**config.mk**
```make
export PLATFORM = sky130hd
export DESIGN_NAME = fib_sequencer
export DESIGN_NICKNAME = d
export VERILOG_FILES = /design/src/rtl/fib_sequencer.sv
export SDC_FILE = /design/constraint.sdc
export NUM_CORES = 1
export LEC_CHECK = 0
export ABC_AREA = 1
export BUFFER_PORTS_ARGS = -buffer_cell sky130_fd_sc_hd__buf_2
export CAP_MARGIN = 5
export CORE_MARGIN = 3
export CORE_UTILIZATION = 55
export CTS_BUF_LIST = sky130_fd_sc_hd__clkbuf_8
export DETAILED_ROUTE_END_ITERATION = 8
export GPL_TIMING_DRIVEN = 0
export PLACE_DENSITY = 0.81
export SLEW_MARGIN = 20
export SYNTH_ARGS = -nofsm -noshare
export SYNTH_HDL_FRONTEND = slang
export SYNTH_SLANG_ARGS = --single-unit
```
**constraint.sdc**
```tcl
create_clock -name clk -period 4 [get_ports clk]
set_input_delay 0.2 -clock clk [delete_from_list [all_inputs] [get_ports clk]]
set_output_delay 0.2 -clock clk [all_outputs]
set_load 0.02 [all_outputs]
```
**src/rtl/fib_sequencer.sv**
```systemverilog
// rtl/fib_sequencer.sv - batch front-end issuing consecutive fib jobs and queueing results
module fib_sequencer #(
    parameter int INPUT_WIDTH  = 6,
    parameter int OUTPUT_WIDTH = 32,
    parameter int COUNT_WIDTH  = 8,
    parameter int FIFO_DEPTH   = 8
) (
    input  logic                          clk,
    input  logic                          rst,
    input  logic                          start,
    input  logic [INPUT_WIDTH-1:0]        n_first,
    input  logic [COUNT_WIDTH-1:0]        count,
    output logic                          busy,
    output logic                          done,
    output logic                          fib_go,
    output logic [INPUT_WIDTH-1:0]        fib_n,
    input  logic [OUTPUT_WIDTH-1:0]       fib_result,
    input  logic                          fib_overflow,
    input  logic                          fib_done,
    output logic                          out_valid,
    input  logic                          out_ready,
    output logic [INPUT_WIDTH-1:0]        out_n,
    output logic [OUTPUT_WIDTH-1:0]       out_result,
    output logic                          out_overflow,
    output logic [$clog2(FIFO_DEPTH):0]   fifo_level
);

    localparam int AW = $clog2(FIFO_DEPTH);
    localparam int LW = AW + 1;
    localparam int EW = INPUT_WIDTH + OUTPUT_WIDTH + 1;
    localparam logic [LW-1:0] DEPTH_L = LW'(FIFO_DEPTH);

    typedef enum logic [2:0] {
        S_IDLE,
        S_ISSUE,
        S_WAIT_LOW,
        S_WAIT_HIGH,
        S_CAPTURE,
        S_FINISH
    } state_t;

    state_t                 state_q, state_d;
    logic [INPUT_WIDTH-1:0] n_q, n_d;
    logic [COUNT_WIDTH-1:0] rem_q, rem_d;
    logic                   done_q, done_d;
    logic [EW-1:0]          mem_q [FIFO_DEPTH];
    logic [EW-1:0]          mem_d [FIFO_DEPTH];
    logic [AW-1:0]          wr_q, wr_d, rd_q, rd_d;
    logic [LW-1:0]          level_q, level_d;
    logic                   push, pop, go;

    assign pop = (level_q != '0) && out_ready;

    always_comb begin
        state_d = state_q;
        n_d     = n_q;
        rem_d   = rem_q;
        done_d  = done_q;
        go      = 1'b0;
        push    = 1'b0;
        case (state_q)
            S_IDLE: begin
                if (start) begin
                    n_d   = n_first;
                    rem_d = count;
                    if (count == '0) begin
                        done_d  = 1'b1;
                        state_d = S_FINISH;
                    end else begin
                        done_d  = 1'b0;
                        state_d = S_ISSUE;
                    end
                end
            end
            S_ISSUE: begin
                // A slot reserved here cannot be lost before capture: only pops change level meanwhile.
                if (level_q != DEPTH_L || pop) begin
                    go      = 1'b1;
                    state_d = S_WAIT_LOW;
                end
            end
            S_WAIT_LOW: begin
                if (!fib_done) state_d = S_WAIT_HIGH;
            end
            S_WAIT_HIGH: begin
                if (fib_done) state_d = S_CAPTURE;
            end
            S_CAPTURE: begin
                push  = 1'b1;
                n_d   = n_q + INPUT_WIDTH'(1);
                rem_d = rem_q - COUNT_WIDTH'(1);
                if (rem_q > COUNT_WIDTH'(1)) begin
                    state_d = S_ISSUE;
                end else begin
                    done_d  = 1'b1;
                    state_d = S_FINISH;
                end
            end
            S_FINISH: state_d = S_IDLE;
            default:  state_d = S_IDLE;
        endcase
    end

    always_comb begin
        mem_d   = mem_q;
        wr_d    = wr_q;
        rd_d    = rd_q;
        level_d = level_q;
        if (push) begin
            mem_d[wr_q] = {n_q, fib_result, fib_overflow};
            wr_d        = wr_q + AW'(1);
        end
        if (pop) rd_d = rd_q + AW'(1);
        case ({push, pop})
            2'b10:   level_d = level_q + LW'(1);
            2'b01:   level_d = level_q - LW'(1);
            default: level_d = level_q;
        endcase
    end

    always_ff @(posedge clk) begin
        if (rst) begin
            state_q <= S_IDLE;
            n_q     <= '0;
            rem_q   <= '0;
            done_q  <= 1'b0;
            wr_q    <= '0;
            rd_q    <= '0;
            level_q <= '0;
        end else begin
            state_q <= state_d;
            n_q     <= n_d;
            rem_q   <= rem_d;
            done_q  <= done_d;
            wr_q    <= wr_d;
            rd_q    <= rd_d;
            level_q <= level_d;
        end
    end

    // Storage only; validity comes from level_q, so no reset is needed.
    always_ff @(posedge clk) begin
        mem_q <= mem_d;
    end

    assign busy       = (state_q == S_ISSUE) || (state_q == S_WAIT_LOW) ||
                        (state_q == S_WAIT_HIGH) || (state_q == S_CAPTURE);
    assign done       = done_q;
    assign fib_go     = go;
    assign fib_n      = n_q;
    assign out_valid  = (level_q != '0);
    assign {out_n, out_result, out_overflow} = mem_q[rd_q];
    assign fifo_level = level_q;

endmodule

```
==> summary.txt <==
Power
  • Power share of the clock group: 26.9%
  • Relative contribution of combinational cells to total power: 31.9%
  • Worst-case vdd ir drop: 0.5257 mV
  • Sequential share of power: 41.2%
  • Power per cell area: 603.3 mW/mm^2
  • Cell leakage power: 6.154 nW
  • P_sw: 3.563 mW
  • Total power of the final layout: 9.975 mW
  • Internal cell power: 6.412 mW
  • Switching power share of the total: 35.72%

Clock network
  • Number of buffers between clock root and the deepest sink: 3
  • Number of buffers added by the clock tree synthesis step: 52
  • Hold-fix buffers at CTS: 43
  • Deepest level of the CTS H-tree: 2
  • Register clock-pin slew on the reported worst setup and hold paths: 60 ps
  • Setup Buffers After CTS: 0
  • Clk_lat worst skew: 580 ps
  • CTS tree: done
  • Clock tree sinks: 340
  • Clock tree root driver cell: sky130_fd_sc_hd__clkbuf_8
  • Post_cts resized: 0

Layout
  • Post-layout net count: 1473
  • Share of layout cells above drive strength 1: 16.09%
  • Fill cell instance count of the final layout: 1680
  • Inserted Diodes: 0
  • Area occupied by registers: 0.009930 mm^2
  • Utilization after layout: 67.40%
  • Signed area change from the synthesized netlist to the final layout: 19.31%
  • Area of the multi-input gates: 0.003455 mm^2

Global route
  • Via count of the first global-routing pass: 9690
  • Layer with the highest usage after global routing: met2
  • Largest net degree at the start of global routing: 21
  • Residual overflow from global routing: 0
  • Initial antenna violation count: 0
  • Global-route met2 utilization: 42.20%
  • All-Layer GR Usage: 24.66%
  • Global-route met1 utilization: 31.63%
  • Wire length of the first global-routing pass: 51280 um
  • GR Util met3: 4.289%

Worst hold path
  • Count of cells along the worst hold path: 5
  • Hold Crit Endpoint: rem_q[4]$_SDFFE_PP0P_
  • Hold path startpoint: count[4]
  • HP Class: primary input to flip-flop

Worst setup path
  • Minimum setup slack among reg-to-reg paths: 1460 ps
  • R2r worst-path depth: 7
  • Crit-path max FO: 10
  • Data arrival at the endpoint of the critical path: 2630 ps
  • Capturing element type of the critical path: output port
  • Critical path launch point type: flip-flop
  • Crit path kind: flip-flop to output port
  • Capture instance of the worst register-to-register path: mem_q[53]$_DFFE_PP_
  • Worst flop-to-flop path startpoint: state_q[0]$_SDFFE_PP0P_
  • Data required time of the critical path: 3800 ps

Die
  • Core Footprint: 0.02453 mm^2
  • Die area: 0.02714 mm^2
  • Die boundary height: 164.7 um
  • Horiz. Die Dim: 164.7 um
  • Starting Density: 56.49%
  • Count of standard-cell rows: 57
  • Top-Level Pins: 105

STA
  • Hold Slack: 42.89 ps
  • Max Fclk: 0.3528 GHz
  • Final setup slack of the worst path: 1166 ps
  • Final cycle utilization of the critical path: 70.86%
  • Post-route clock skew: 19.94 ps
  • Number of pins exceeding their max-slew limit in the final report: 0
  • Endpoints failing setup: 0
  • Unrepaired setup endpoints after global routing: false
  • Post-layout minimum cycle time: 2834 ps
  • Normalized max-slew margin: 41.60%
  • Total negative slack: 0 ps
  • Measured slew at the worst slew-check pin: 873.2 ps
  • Final count of hold timing violations: 0

Synth
  • Count of cell types in the netlist: 27
  • Mean area per synthesized cell: 11.55 um^2
  • Adder-cell share of the synthesized area: 0.6320%
  • YS warnings: 0
  • Mapped Nets: 1259
  • Total of flip-flops plus latches after synthesis: 340
  • Mux contribution to synthesized area: 0%
  • Instance count of the mapped netlist: 1200
  • Synthesized-area fraction occupied by xor and xnor cells: 0.2528%
  • Total standard cell area after synthesis: 0.01386 mm^2
  • Simple-gate share of the synthesized area: 13.06%
  • Complex-gate fraction of the synthesized area: 10.49%
  • Dominant combinational cell family by area after synthesis: simple AND/OR/NAND/NOR gates
  • Seq/Total Area, Yosys: 71.65%

Placement
  • Port buffer count: 104
  • Weighted congestion reported at the end of routability-driven placement: 0.8801
  • Post-Place Setup Slack: 1496 ps
  • Half-perimeter wire length of the detailed placement result: 21530 um

Detailed routing
  • Initial detailed-routing violation count: 1057
  • Via density per instance: 5.594
  • DRC: 0
  • Wire length after detailed routing: 33450 um
  • Mean routed wirelength per cell: 18.87 um
  • Post-detailed-route count of antenna-violating nets: 0
  • Routed vias: 9913
  • Number of optimization iterations in the first detailed-route pass: 6

Flow run
  • Max-cap viol count: 0

Outcome
  • Result of the run: completed
## layer usage
layer	routed length [um]	vias to the layer above
met5	0	-
met4	1084	0
met3	2829	84
met2	16630	492
met1	12900	4679
li1	-	4658
## cells by family after synthesis
family | after synthesis
XOR/XNOR | 4
adder cells (fa/ha/maj) | 7
flip-flops | 340
buffers and inverters | 106
AO/OA/AOI/OAI | 278
AND/OR/NAND/NOR | 465
## power groups by stage
| stage | clock network [mW] | logic, mW | registers (mW) |
|---|---|---|---|
| finish | 2.69 | 3.18 | 4.11 |
| global route | 2.86 | 3.49 | 4.12 |
| CTS | 2.70 | 3.17 | 4.10 |
| detailed placement | 0 | 3.10 | 4.18 |
| global placement | 0 | 2.99 | 4.17 |
| floorplan | 0 | 2.03 | 4.19 |
## through the flow
step                      std cells  instance area, um^2
after floorplan                1200                13870
after global placement         1628                14790
after detailed placement       1641                15140
after CTS                      1772                16530
after global routing           1772                16530
final                          1772                16530
## sequential cells by signal (all words and copies together), names as in the netlist
register,flops
done,1
fib_n,6
fifo_level,4
mem_q,312
rd_q,3
rem_q,8
state_q,3
wr_q,3
## critical path, cell delays in order (launching register included)
cell and delay, ps:
sky130_fd_sc_hd__dfxtp_1 390, sky130_fd_sc_hd__inv_2 150, sky130_fd_sc_hd__buf_6 180, sky130_fd_sc_hd__clkbuf_1 530, sky130_fd_sc_hd__o21ai_0 200, sky130_fd_sc_hd__a31oi_1 360
sky130_fd_sc_hd__buf_2 240
## cell usage in the layout, fill, tap and decap left out, types with 2 or more instances in the layout
| master | count |
|---|---|
| sky130_fd_sc_hd__edfxtp_1 | 312 |
| sky130_fd_sc_hd__nor2_1 | 239 |
| sky130_fd_sc_hd__nand2_1 | 184 |
| sky130_fd_sc_hd__o21ai_0 | 156 |
| sky130_fd_sc_hd__buf_2 | 117 |
| sky130_fd_sc_hd__a21oi_1 | 59 |
| sky130_fd_sc_hd__inv_1 | 58 |
| sky130_fd_sc_hd__clkbuf_8 | 57 |
| sky130_fd_sc_hd__dlygate4sd3_1 | 43 |
| sky130_fd_sc_hd__a31oi_1 | 42 |
| sky130_fd_sc_hd__clkbuf_1 | 29 |
| sky130_fd_sc_hd__dfxtp_1 | 28 |
| sky130_fd_sc_hd__nand3_1 | 24 |
| sky130_fd_sc_hd__o21ai_1 | 17 |
| sky130_fd_sc_hd__buf_4 | 12 |
| sky130_fd_sc_hd__buf_6 | 12 |
| sky130_fd_sc_hd__nor2_4 | 8 |
| sky130_fd_sc_hd__ha_1 | 7 |
| sky130_fd_sc_hd__buf_16 | 7 |
| sky130_fd_sc_hd__inv_2 | 4 |
| sky130_fd_sc_hd__clkinv_2 | 4 |
| sky130_fd_sc_hd__xor2_1 | 3 |
| sky130_fd_sc_hd__nor3_1 | 3 |
| sky130_fd_sc_hd__clkinv_1 | 3 |
| sky130_fd_sc_hd__buf_8 | 3 |
| sky130_fd_sc_hd__nor3_4 | 2 |
| sky130_fd_sc_hd__a211oi_1 | 2 |
| sky130_fd_sc_hd__nand4_1 | 2 |
| sky130_fd_sc_hd__bufinv_16 | 2 |
| sky130_fd_sc_hd__buf_12 | 2 |
## cells in the mapped netlist
cell type / count / share of area [%]
sky130_fd_sc_hd__buf_2: 13 / 0.47
sky130_fd_sc_hd__o211ai_1: 1 / 0.054
sky130_fd_sc_hd__nand2_1: 184 / 5.0
sky130_fd_sc_hd__dfxtp_1: 28 / 4.0
sky130_fd_sc_hd__o21ai_1: 17 / 0.61
sky130_fd_sc_hd__buf_4: 12 / 0.65
sky130_fd_sc_hd__inv_1: 37 / 1.0
sky130_fd_sc_hd__clkbuf_1: 29 / 0.79
sky130_fd_sc_hd__xor2_1: 3 / 0.19
sky130_fd_sc_hd__nand4_1: 2 / 0.090
sky130_fd_sc_hd__nor2_4: 2 / 0.16
sky130_fd_sc_hd__a31oi_1: 42 / 1.9
sky130_fd_sc_hd__xnor2_1: 1 / 0.063
sky130_fd_sc_hd__ha_1: 7 / 0.63
sky130_fd_sc_hd__inv_2: 4 / 0.11
sky130_fd_sc_hd__o21a_1: 1 / 0.054
sky130_fd_sc_hd__nor3_1: 5 / 0.18
sky130_fd_sc_hd__a211oi_1: 2 / 0.11
sky130_fd_sc_hd__o21ai_0: 156 / 5.6
sky130_fd_sc_hd__nand2_2: 1 / 0.045
sky130_fd_sc_hd__buf_6: 11 / 0.89
sky130_fd_sc_hd__a21oi_1: 59 / 2.1
sky130_fd_sc_hd__nand3b_1: 1 / 0.054
sky130_fd_sc_hd__nor2_1: 245 / 6.6
sky130_fd_sc_hd__nor2_2: 1 / 0.045
sky130_fd_sc_hd__nand3_1: 24 / 0.87
sky130_fd_sc_hd__edfxtp_1: 312 / 68
## cell type report
class	count	area share, %
clock buffers	57	4.745
multi-input cells	754	20.89
well taps	324	2.452
plain buffers	65	2.346
inverters	41	0.9308
repair buffers	160	7.499
flip-flops and latches	340	60.05
clock inverters	31	1.082
## how the worst max path moves through the flow
stage | from | to | cells past startpoint
2_1_floorplan | state_q[0]$_SDFFE_PP0P_ | mem_q[117]$_DFFE_PP_ | 6
3_3_place_gp | state_q[0]$_SDFFE_PP0P_ | mem_q[287]$_DFFE_PP_ | 6
3_5_place_dp | state_q[0]$_SDFFE_PP0P_ | mem_q[59]$_DFFE_PP_ | 7
4_1_cts | rd_q[0]$_SDFFE_PP0P_ | out_n[3] | 6
5_1_grt | rd_q[0]$_SDFFE_PP0P_ | out_n[3] | 6
6_report | rd_q[0]$_SDFFE_PP0P_ | out_n[3] | 6
Power figures use the tool's default switching activity.
